$ cat config.mk
export PLATFORM = sky130hd
export DESIGN_NAME = axis_word_unpacker
export DESIGN_NICKNAME = d
export VERILOG_FILES = /design/src/rtl/sddt_axis_pkg.sv /design/src/rtl/axis_word_unpacker.sv
export SDC_FILE = /design/constraint.sdc
export NUM_CORES = 1
export LEC_CHECK = 0
export BUFFER_PORTS_ARGS = -buffer_cell sky130_fd_sc_hd__buf_2
export CORE_MARGIN = 3
export CORE_UTILIZATION = 25
export DETAILED_ROUTE_END_ITERATION = 7
export PLACE_DENSITY = 0.52
export SLEW_MARGIN = 10
export SYNTH_ARGS = -nofsm -noshare
export SYNTH_HDL_FRONTEND = slang
export SYNTH_SLANG_ARGS = --single-unit
$ cat constraint.sdc
create_clock -name clk -period 16.86 [get_ports clk]
set_input_delay 0 -clock clk [delete_from_list [all_inputs] [get_ports clk]]
set_output_delay 0 -clock clk [all_outputs]
set_load 0.05 [all_outputs]
$ cat src/rtl/sddt_axis_pkg.sv
// Shared AXI-Stream width defaults and helpers for the instruction/data FIFO
// read path.
package sddt_axis_pkg;

  localparam int AXIS_WIDE_W   = 512;
  localparam int AXIS_NARROW_W = 64;

  // Counter width for an n-way lane index, never narrower than one bit.
  function automatic int clog2_min1(input int n);
    return (n <= 2) ? 1 : $clog2(n);
  endfunction

endpackage

$ cat src/rtl/axis_word_unpacker.sv
// Pops one wide word from an AXI-Stream FIFO and re-emits it as RATIO narrow
// beats, with TLAST on the final lane of every wide word.
module axis_word_unpacker
  import sddt_axis_pkg::*;
#(
  parameter int IN_WIDTH  = AXIS_WIDE_W,
  parameter int OUT_WIDTH = AXIS_NARROW_W,
  parameter bit LSB_FIRST = 1'b1,
  parameter int CNT_WIDTH = 32
) (
  input  logic                 clk,
  input  logic                 rst,
  input  logic [IN_WIDTH-1:0]  S_AXIS_TDATA,
  input  logic                 S_AXIS_TVALID,
  output logic                 S_AXIS_TREADY,
  output logic [OUT_WIDTH-1:0] M_AXIS_TDATA,
  output logic                 M_AXIS_TVALID,
  input  logic                 M_AXIS_TREADY,
  output logic                 M_AXIS_TLAST,
  output logic [CNT_WIDTH-1:0] WORD_COUNT,
  output logic                 BUSY
);

  localparam int RATIO  = IN_WIDTH / OUT_WIDTH;
  localparam int LANE_W = clog2_min1(RATIO);
  localparam logic [LANE_W-1:0] LAST_LANE = LANE_W'(RATIO - 1);

  if (IN_WIDTH % OUT_WIDTH != 0) begin : g_bad_ratio
    $error("axis_word_unpacker: OUT_WIDTH must divide IN_WIDTH exactly");
  end

  logic [IN_WIDTH-1:0]  hold_q,  hold_d;
  logic                 full_q,  full_d;
  logic [LANE_W-1:0]    lane_q,  lane_d;
  logic [CNT_WIDTH-1:0] count_q, count_d;

  logic              m_hs;
  logic              last_hs;
  logic              s_rdy;
  logic              s_hs;
  logic [LANE_W-1:0] lane_idx;

  // Handshake decode. Accepting a new word in the same cycle as the final lane
  // handshake is what removes the bubble between consecutive words.
  always_comb begin
    m_hs    = full_q && M_AXIS_TREADY;
    last_hs = m_hs && (lane_q == LAST_LANE);
    s_rdy   = !rst && (!full_q || last_hs);
    s_hs    = S_AXIS_TVALID && s_rdy;
  end

  always_ff @(posedge clk or posedge rst) begin
    if (rst) begin
      hold_q  <= '0;
      full_q  <= 1'b0;
      lane_q  <= '0;
      count_q <= '0;
    end else begin
      hold_q  <= hold_d;
      full_q  <= full_d;
      lane_q  <= lane_d;
      count_q <= count_d;
    end
  end

  always_comb begin
    hold_d  = hold_q;
    full_d  = full_q;
    lane_d  = lane_q;
    count_d = count_q;
    if (last_hs) begin
      count_d = count_q + CNT_WIDTH'(1);
      full_d  = 1'b0;
      lane_d  = '0;
    end else if (m_hs) begin
      lane_d = lane_q + LANE_W'(1);
    end
    // A reload overrides the drain above so the register stays occupied.
    if (s_hs) begin
      hold_d = S_AXIS_TDATA;
      full_d = 1'b1;
      lane_d = '0;
    end
  end

  always_comb begin
    lane_idx      = LSB_FIRST ? lane_q : (LAST_LANE - lane_q);
    M_AXIS_TDATA  = hold_q[lane_idx * OUT_WIDTH +: OUT_WIDTH];
    M_AXIS_TVALID = full_q;
    M_AXIS_TLAST  = full_q && (lane_q == LAST_LANE);
    S_AXIS_TREADY = s_rdy;
    WORD_COUNT    = count_q;
    BUSY          = full_q;
  end

endmodule

* Word level (Yosys, flattened, before mapping)
Index checks and enable logic that the tools add are counted.
** Word-level totals
- Flip-flop bits (word level) :: 548
- Input bits :: 516
** Operators by class
- Eq/ne operators :: 1
- Shift-type cells :: 1
- $add $sub $neg :: 2
- Multiplexer cells :: 5
- Reduce and logical (&&, ||, !) cells :: 10
** Operators with widths (count)
- variable part select 512 x 10 -> 64 bit :: 1
- adder 32 x 1 -> 32 bit (second input constant) :: 1
- 2-to-1 mux 3 bit :: 3
- logical AND 1 bit :: 5
- adder 3 x 1 -> 3 bit (second input constant) :: 1
- equality test 3 bit (second input constant) :: 1
- nonzero test 3 bit :: 1
- logical NOT 1 bit :: 2
- 2-to-1 mux 1 bit :: 2
- nonzero test 2 bit :: 1
- logical OR 1 bit :: 1

* Logic depth before layout (Yosys ltp)
Gate-level depths: netlist of run 1.
- Depth in word-level cells :: 6
- Mapped depth :: 9
- Gate-level depth less buffers :: 6

* Worst setup path after synthesis of run 1
No wires, ideal clock.
- Kind :: reg2reg
- Start :: register full_q (netlist: BUSY)
- End :: register count_q[23] (netlist: WORD_COUNT[23])
- Clock period less this slack :: 2.057 ns
- Path buffers :: 0
- Stages on the path, launching flop included :: 5
- Data arrival time :: 1.914 ns
- Slack :: 14.803 ns
- Cell sequence :: dfrtp_1 nand3_1 nor4_2 nand4_1 xnor2_1
** Between the ends
- Longest elaborated chain between the ends :: 2
** Ends and longest elaborated chain
- from (decl) :: line axis_word_unpacker.sv:33 : logic full_q, full_d;
- from (signal assigned) :: line axis_word_unpacker.sv:60 : full_q <= full_d;
- logical AND 1 bit :: line axis_word_unpacker.sv:46 : m_hs = full_q && M_AXIS_TREADY;
- logical AND 1 bit :: line axis_word_unpacker.sv:47 : last_hs = m_hs && (lane_q == LAST_LANE);
- to (signal assigned) :: line axis_word_unpacker.sv:62 : count_q <= count_d;
- to (decl) :: line axis_word_unpacker.sv:35 : logic [CNT_WIDTH-1:0] count_q, count_d;
No other way between the ends.
A chain may end at the register's enable or synchronous reset.

* Worst setup path in the final report of run 1
- Start :: register lane_q[1] (netlist: lane_idx[1])
- End :: register hold_q[90]
** Between the ends
- Longest elaborated chain between the ends :: 5
** Ends and longest elaborated chain
- from (decl) :: line axis_word_unpacker.sv:34 : logic [LANE_W-1:0] lane_q, lane_d;
- from (signal assigned) :: line axis_word_unpacker.sv:61 : lane_q <= lane_d;
- equality test 3 bit :: line axis_word_unpacker.sv:47
- logical AND 1 bit :: line axis_word_unpacker.sv:47
- logical OR 1 bit :: line axis_word_unpacker.sv:48 : s_rdy = !rst && (!full_q || last_hs);
- logical AND 1 bit :: line axis_word_unpacker.sv:48
- logical AND 1 bit :: line axis_word_unpacker.sv:49 : s_hs = S_AXIS_TVALID && s_rdy;
- to (signal assigned) :: line axis_word_unpacker.sv:59 : hold_q <= hold_d;
- to (decl) :: line axis_word_unpacker.sv:32 : logic [IN_WIDTH-1:0] hold_q, hold_d;
No other way between the ends.

==> flow_metrics.env, run 1 <==
export IMPL_floorplan_die_area_um2=101000
export IMPL_synth_ff_type="dfrtp_1"
export IMPL_worst_ep_required_time_ns=17.35
export IMPL_die_h_um=319
export IMPL_cp_cell_sequence="ha_1 > ha_1 > nand2_1 > a211o_4 > buf_4 > buf_4 > buf_4 > mux2_2"
export IMPL_critical_path_startpoint_type="register"
export IMPL_synth_top_area_share_pct=56.2
export IMPL_fin_nets=3099
export IMPL_clock_sinks=548
export IMPL_synth_top_cells_by_count="dfrtp_1, mux2_2, mux2_1"
export IMPL_detailroute_via_count=17000
export IMPL_dp_slack_ns=11.06
export IMPL_totalWireLength_mm=75.3
export IMPL_netlist_cell_type_count=29
export IMPL_vdd_ir_drop_max_mv=0.110
export IMPL_final_setup_worst_slack_ns=11.12
export IMPL_cell_internal_pwr_w=0.00411
export IMPL_timing_critical_path_slowest_cell_delay_ns=0.99
export IMPL_unrepaired_setup_endpoints_after_global_routing="no"
export IMPL_synth_async_sr_flop_share_pct=100
export IMPL_pwr_share_clk_pct=22.8
export IMPL_synth_area_top_cells="dfrtp_1, mux2_2, mux4_2, mux2_1, buf_6"
export IMPL_gp_routability_congestion=0.801
export IMPL_max_cap_violations=0
export IMPL_switching_share_pct=36.5
export IMPL_cts_clk_slew_worst_paths_ns=0.06
export IMPL_design_core_area_um2=96700
export IMPL_port_buffers=615
export IMPL_power_leakage_nw=16.0
export IMPL_pin_count=616
export IMPL_htree_num_levels=3
export IMPL_resized_gates_after_cts=0
export IMPL_final_layout_setup_total_negative_slack_ns=0
export IMPL_cts_buffers_inserted=69
export IMPL_hold_class="in2reg"
export IMPL_grt_first_pass_wirelength_mm=117
export IMPL_grt_antenna_before_repair=20
export IMPL_post_route_drc_count=0
export IMPL_crit_arrival_ns=6.23
export IMPL_synth_seq_area_share_pct=56.2
export IMPL_yosys_register_bits=548
export IMPL_maxSlewViolCount=0
export IMPL_drt_iter0_drc=645
export IMPL_start_util_pct=25.3
export IMPL_overflow=0
export IMPL_postSynthNetCount=1976
export IMPL_slew_headroom_pct=25.6
export IMPL_route_antenna_remaining_nets=0
export IMPL_clock_skew_final_ns=0.0188
export IMPL_wl_per_cell_um=19.2
export IMPL_timing_critical_path_fanout_max=83
export IMPL_yosysMostFrequentCell="dfrtp_1"
export IMPL_run_status="complete, no violations"
export IMPL_ctsLongestPathBuffers=3
export IMPL_synth_area_leader_cell="dfrtp_1"
export IMPL_seq_power_share_pct=35.8
export IMPL_fraction_of_final_layout_cells_sized_beyond_drive_strength_1_pct=46.3
export IMPL_period_share_pct=34.1
export IMPL_first_global_vias=19800
export IMPL_switching_power_w=0.00236
export IMPL_power_density_nw_per_um2=179
export IMPL_peak_clock_frequency_supported_by_timing_mhz=174
export IMPL_clockRootBuffer="clkbuf_16"
export IMPL_via_per_inst=4.33
export IMPL_floorplan_rows=114
export IMPL_area_growth_pct=47.9
export IMPL_pin_count_of_the_biggest_net_entering_global_routing=117
export IMPL_slowest_stage="buf_4"
export IMPL_path_common_cell="buf_4"
export IMPL_overall_routing_resource_usage_pct=14.8
export IMPL_detailedRoute_firstPassIterationCount=4
export IMPL_syn_cell_area_um2=24400
export IMPL_tritoncts="built"
export IMPL_synthesis_area_per_instance_um2=16.8
export IMPL_yosys_warnings=0
export IMPL_cts_post_setup_buffers_inserted=0
export IMPL_die_width_um=319
export IMPL_number_of_flops_mapped_to_enable_cells_by_yosys=0
export IMPL_clock_insertion_delay_worst_skew_ns=0.61
export IMPL_timing_worst_slew_pin_value_ns=1.12
export IMPL_netlist_instances=1457
export IMPL_timing_hold_violations_final=0
export IMPL_timing_setup_critical_path_class="reg2reg"
export IMPL_hold_buffers=514
export IMPL_power_frac_comb_pct=41.4
export IMPL_critical_path_sink_type="register"
export IMPL_setup_violations=0
export IMPL_clock_period_minus_worst_slack_ns=5.74
export IMPL_hpwl_mm=52.1
metrics by stage:
step                      total power [W]  hold WS, ns  std cells  cell area [um2]  utilization [%]
after CTS                         0.00657       0.0575       3906            36100             37.3
after detailed placement          0.00495        0.215       3271            28700             29.6
after global routing              0.00683       0.0993       3923            36100             37.3
after global placement            0.00485        0.210       3271            28700             29.6
after floorplan                   0.00425        0.132       1457            24400                -
final                             0.00647        0.130       3927            36100             37.3
cell families after synthesis:
logic type / count (synthesis) / synth area share [%]
multiplexers: 705 / 38.4
AND/OR/NAND/NOR: 66 / 1.45
XOR/XNOR: 31 / 1.11
flip-flops: 548 / 56.2
adder cells (fa/ha/maj): 3 / 0.154
buffers and inverters: 99 / 2.59
AO/OA/AOI/OAI: 5 / 0.128
power groups by stage:
| stage | Sequential, W | Combinational, W | Clock, W |
|---|---|---|---|
| detailed placement | 0.00234 | 0.00261 | 0 |
| finish | 0.00231 | 0.00268 | 0.00148 |
| global route | 0.00239 | 0.00285 | 0.00159 |
| global placement | 0.00229 | 0.00256 | 0 |
| CTS | 0.00232 | 0.00272 | 0.00154 |
| floorplan | 0.00217 | 0.00209 | 0 |
placed cells by master, fill, tap and decap left out, types with 3 or more instances in the layout:
cell type	n
buf_2	615
dfrtp_1	545
dlygate4sd3_1	514
mux2_2	341
mux2_1	236
mux4_2	128
clkbuf_16	70
xnor2_1	28
diode_2	21
clkbuf_8	18
nand3_1	17
buf_4	17
nand4_1	14
nand2_1	13
clkbuf_1	12
clkinv_2	8
nor2_1	6
inv_6	5
nor3_1	4
inv_1	3
xor2_1	3
and3_1	3
ha_1	3
bufinv_16	3
dfrtp_4	3
metal layers:
layer	global-route usage, %	vias to the layer above	routed length (um)
li1	-	7695	-
met1	17.3	8735	30300
met2	26.1	438	38900
met3	3.03	145	3490
met4	6.48	2	2670
met5	0	-	11
critical path: cells and delay by family, from the launching register on:
kind | cells | cell delay (ns)
buffers and inverters | 3 | 2.74
flip-flops | 1 | 0.73
multiplexers | 1 | 0.43
AO/OA/AOI/OAI | 1 | 0.78
adder cells (fa/ha/maj) | 2 | 0.57
AND/OR/NAND/NOR | 1 | 0.16
state kept, by name, summed over array words and instances (netlist names):
name and count:
lane_idx 3, BUSY 1, WORD_COUNT 32, hold_q 512
worst paths after layout:
path / slack (ns) / depth (start not counted) / startpoint / end
min in group asynchronous: 0.19 / 3 / rst / hold_q[511]
max in group asynchronous: 14.98 / 4 / rst / hold_q[296]
worst max-delay path: 11.12 / 8 / lane_idx[1] / hold_q[90]
worst min-delay path: 0.13 / 3 / S_AXIS_TDATA[369] / hold_q[369]
worst min register to register: 0.48 / 1 / WORD_COUNT[31] / WORD_COUNT[31]
worst max register to register: 11.12 / 8 / lane_idx[1] / hold_q[90]
final cells by class:
type | instances | area, um2
Fill cell | 9214 | 60600
Sequential cell | 548 | 13700
Multi-Input combinational cell | 810 | 10100
Timing Repair Buffer | 1147 | 8370
Clock buffer | 100 | 2040
Tap cell | 1276 | 1600
Clock inverter | 21 | 223
Antenna cell | 21 | 52.6
Inverter | 4 | 22.5
Note: power is estimated with default switching activity, not from simulation.
==> inputs of run 2 (changes only) <==
ABC_AREA = 1   (was default)
PLACE_DENSITY = 0.53   (was 0.52)
clock period = 4.9 ns   (was 16.86 ns; I/O delays follow)
==> run 2 against run 1 <==
Global-route usage increased by 5.3 points. Clock power grew to 3.6 times the previous value. Synthesized cell count grew 130%. Critical endpoint is now hold_q[490]. Total power grew to 3.6 times the previous value. Die area increased by 8.1%. Critical path type unchanged. Critical path depth is 2 higher. Combinational power grew to 3.9 times the previous value. Sequential power rose to 3.3 times the previous value. Flip-flop and latch count stayed put. Via count is 60% higher. Highest routed layer unchanged.
==> flow_metrics.env, run 2 <==
export IMPL_run_status="complete, no violations"
export IMPL_hold_buffers=582
export IMPL_yosys_warnings=0
export IMPL_floorplan_die_area_um2=110000
export IMPL_slowest_stage="dfrtp_4"
export IMPL_slew_headroom_pct=26.2
export IMPL_power_leakage_nw=19.3
export IMPL_synth_top_cells_by_count="nand2_1, dfrtp_1, nand3_1"
export IMPL_synth_top_area_share_pct=51.9
export IMPL_critical_path_sink_type="register"
export IMPL_synth_area_leader_cell="dfrtp_1"
export IMPL_sequential_cell_area_um2=13700
export IMPL_timing_worst_slew_pin_value_ns=1.11
export IMPL_clock_skew_final_ns=0.0158
export IMPL_resized_gates_after_cts=0
export IMPL_power_frac_comb_pct=44.9
export IMPL_clock_insertion_delay_worst_skew_ns=0.63
export IMPL_design_core_area_um2=104000
export IMPL_synth_area_top_cells="dfrtp_1, nand2_1, nand3_1, o21ai_0, nor2_1"
export IMPL_die_h_um=331
export IMPL_netlist_instances=3399
export IMPL_crit_family="buffers and inverters"
export IMPL_number_of_buffers_and_inverters_on_the_critical_path=4
export IMPL_clockRootBuffer="clkbuf_16"
export IMPL_synth_top_family_by_area="simple AND/OR/NAND/NOR gates"
export IMPL_synth_mux_area_fraction_pct=0
export IMPL_layout_cells_most_common="nand2_1"
export IMPL_power_w=0.0234
export IMPL_yosysMostFrequentCell="nand2_1"
export IMPL_first_global_vias=27900
export IMPL_synth_async_sr_flop_share_pct=100
export IMPL_area_growth_pct=45.4
export IMPL_fraction_of_final_layout_cells_sized_beyond_drive_strength_1_pct=17.3
export IMPL_synth_ff_type="dfrtp_1"
export IMPL_timing_critical_path_fanout_max=160
export IMPL_switching_share_pct=45.9
export IMPL_yosys_register_bits=548
export IMPL_worst_ep_required_time_ns=5.45
export IMPL_cts_post_setup_buffers_inserted=0
export IMPL_tritoncts="built"
export IMPL_gp_routability_congestion=0.878
export IMPL_port_buffers=615
export IMPL_pin_count_of_the_biggest_net_entering_global_routing=162
export IMPL_wl_per_cell_um=19.1
export IMPL_peak_clock_frequency_supported_by_timing_mhz=263
export IMPL_hpwl_mm=74.6
export IMPL_htree_num_levels=3
export IMPL_timing_critical_path_slowest_cell_delay_ns=0.71
export IMPL_multi_input_gate_area_um2=10700
export IMPL_period_share_pct=77.5
export IMPL_cell_internal_pwr_w=0.0126
export IMPL_grt_first_pass_wirelength_mm=171
export IMPL_route_antenna_remaining_nets=0
export IMPL_seq_power_share_pct=32.4
export IMPL_via_per_inst=4.61
export IMPL_die_width_um=331
export IMPL_floorplan_rows=118
export IMPL_place_area_um2=30300
export IMPL_clock_sinks=548
export IMPL_hold_class="in2reg"
export IMPL_timing_setup_critical_path_class="reg2reg"
export IMPL_cts_clk_slew_worst_paths_ns=0.06
export IMPL_largest_register_ffs=512
export IMPL_regMostFlops="hold_q"
export IMPL_ctsLongestPathBuffers=3
export IMPL_compound_gate_fraction_of_synth_area_pct=10.7
export IMPL_critical_path_startpoint_type="register"
export IMPL_switching_power_w=0.0107
export IMPL_final_cell_mix="nand2_1, buf_2, dlygate4sd3_1"
export IMPL_pwr_share_clk_pct=22.7
export IMPL_fin_nets=4970
export IMPL_grt_antenna_before_repair=15
export IMPL_power_density_nw_per_um2=608
export IMPL_number_of_flops_mapped_to_enable_cells_by_yosys=0
export IMPL_synth_seq_area_share_pct=51.9
export IMPL_path_common_cell="ha_1"
export IMPL_detailedRoute_firstPassIterationCount=5
export IMPL_setup_violations=0
export IMPL_final_area_um2=38500
export IMPL_netlist_cell_type_count=23
export IMPL_final_fill_count=10800
export IMPL_postSynthNetCount=3918
export IMPL_synthesis_area_per_instance_um2=7.78
export IMPL_totalWireLength_mm=113
export IMPL_xor_xnor_portion_of_the_synthesized_cell_area_pct=0.497
export IMPL_synth_simple_gate_area_share_pct=29.1
export IMPL_max_cap_violations=0
export IMPL_maxSlewViolCount=0
export IMPL_timing_hold_violations_final=0
export IMPL_synth_fa_ha_area_share_pct=0.142
export IMPL_detailroute_via_count=27200
export IMPL_vdd_ir_drop_max_mv=0.528
export IMPL_cts_buffers_inserted=70
export IMPL_post_route_drc_count=0
export IMPL_overall_routing_resource_usage_pct=20.0
export IMPL_pin_count=616
export IMPL_unrepaired_setup_endpoints_after_global_routing="no"
export IMPL_drt_iter0_drc=1720
export IMPL_start_util_pct=25.4
export IMPL_crit_arrival_ns=4.35
export IMPL_overflow=0
export IMPL_clock_period_minus_worst_slack_ns=3.80
export IMPL_syn_cell_area_um2=26400
export IMPL_cp_cell_sequence="ha_1 > ha_1 > inv_1 > nor2_2 > inv_2 > a21oi_4 > buf_12 > nand3_1 > dlygate4sd3_1 > nand2_1"
==> run 2: worst register-to-register path, cell delays in order (launching register included) <==
cell,delay (ns)
dfrtp_4,0.71
ha_1,0.23
ha_1,0.22
inv_1,0.07
nor2_2,0.48
inv_2,0.14
a21oi_4,0.18
buf_12,0.41
nand3_1,0.59
dlygate4sd3_1,0.63
nand2_1,0.07
==> run 2: kinds of logic (layout without fill, tap and decap cells) <==
kind of cell,count (synthesis),after routing
AO/OA/AOI/OAI,551,551
XOR/XNOR,15,15
adder cells (fa/ha/maj),3,3
buffers and inverters,391,1496
flip-flops,548,548
other,0,16
AND/OR/NAND/NOR,1891,1891
==> run 2: layout make-up <==
| cell class | count | area share, % |
|---|---|---|
| Inverter | 131 | 1.30 |
| Clock inverter | 20 | 0.602 |
| Antenna cell | 16 | 0.104 |
| Multi-Input combinational cell | 2460 | 27.9 |
| Tap cell | 1380 | 4.49 |
| Timing Repair Buffer | 1240 | 24.4 |
| Clock buffer | 105 | 5.45 |
| Sequential cell | 548 | 35.7 |
==> run 2: worst paths after layout <==
path / cells after the start / from / slack, ns / end
max reg2reg: 10 / lane_idx[0] / 1.10 / hold_q[490]
min in group asynchronous: 3 / rst / 0.07 / hold_q[146]
max in group asynchronous: 5 / rst / 2.93 / hold_q[65]
max: 10 / lane_idx[0] / 1.10 / hold_q[490]
min reg2reg: 2 / hold_q[408] / 0.47 / hold_q[408]
min: 4 / S_AXIS_TVALID / 0.06 / hold_q[422]
==> run 2: power groups by stage <==
stage / registers (W) / clock network (W) / logic [W]
final: 0.00757 / 0.00530 / 0.0105
after global routing: 0.00780 / 0.00559 / 0.0116
after CTS: 0.00757 / 0.00543 / 0.0108
after detailed placement: 0.00763 / 0 / 0.0103
after global placement: 0.00762 / 0 / 0.0103
after floorplan: 0.00732 / 0 / 0.00696
==> run 2: stage by stage <==
| stage | setup slack (ns) | utilization, % | cells | TNS, ns | hold slack, ns |
|---|---|---|---|---|---|
| floorplan | -3.87 | - | 3399 | -3390.50 | 0.138 |
| global placement | 1.44 | 29.0 | 5177 | 0 | 0.145 |
| detailed placement | 1.38 | 29.0 | 5177 | 0 | 0.124 |
| CTS | 1.10 | 36.9 | 5884 | 0 | 0.0116 |
| global route | 0.849 | 36.9 | 5891 | 0 | 0.0760 |
| finish | 1.10 | 36.9 | 5900 | 0 | 0.0596 |
==> run 2: per-layer routing <==
layer	up-vias	track usage [%]	share of wire (%)
li1	13200	-	-
met1	13000	24.5	41
met2	874	34.3	49
met3	201	4.20	5.9
met4	4	8.10	4.0
met5	-	0	0.018
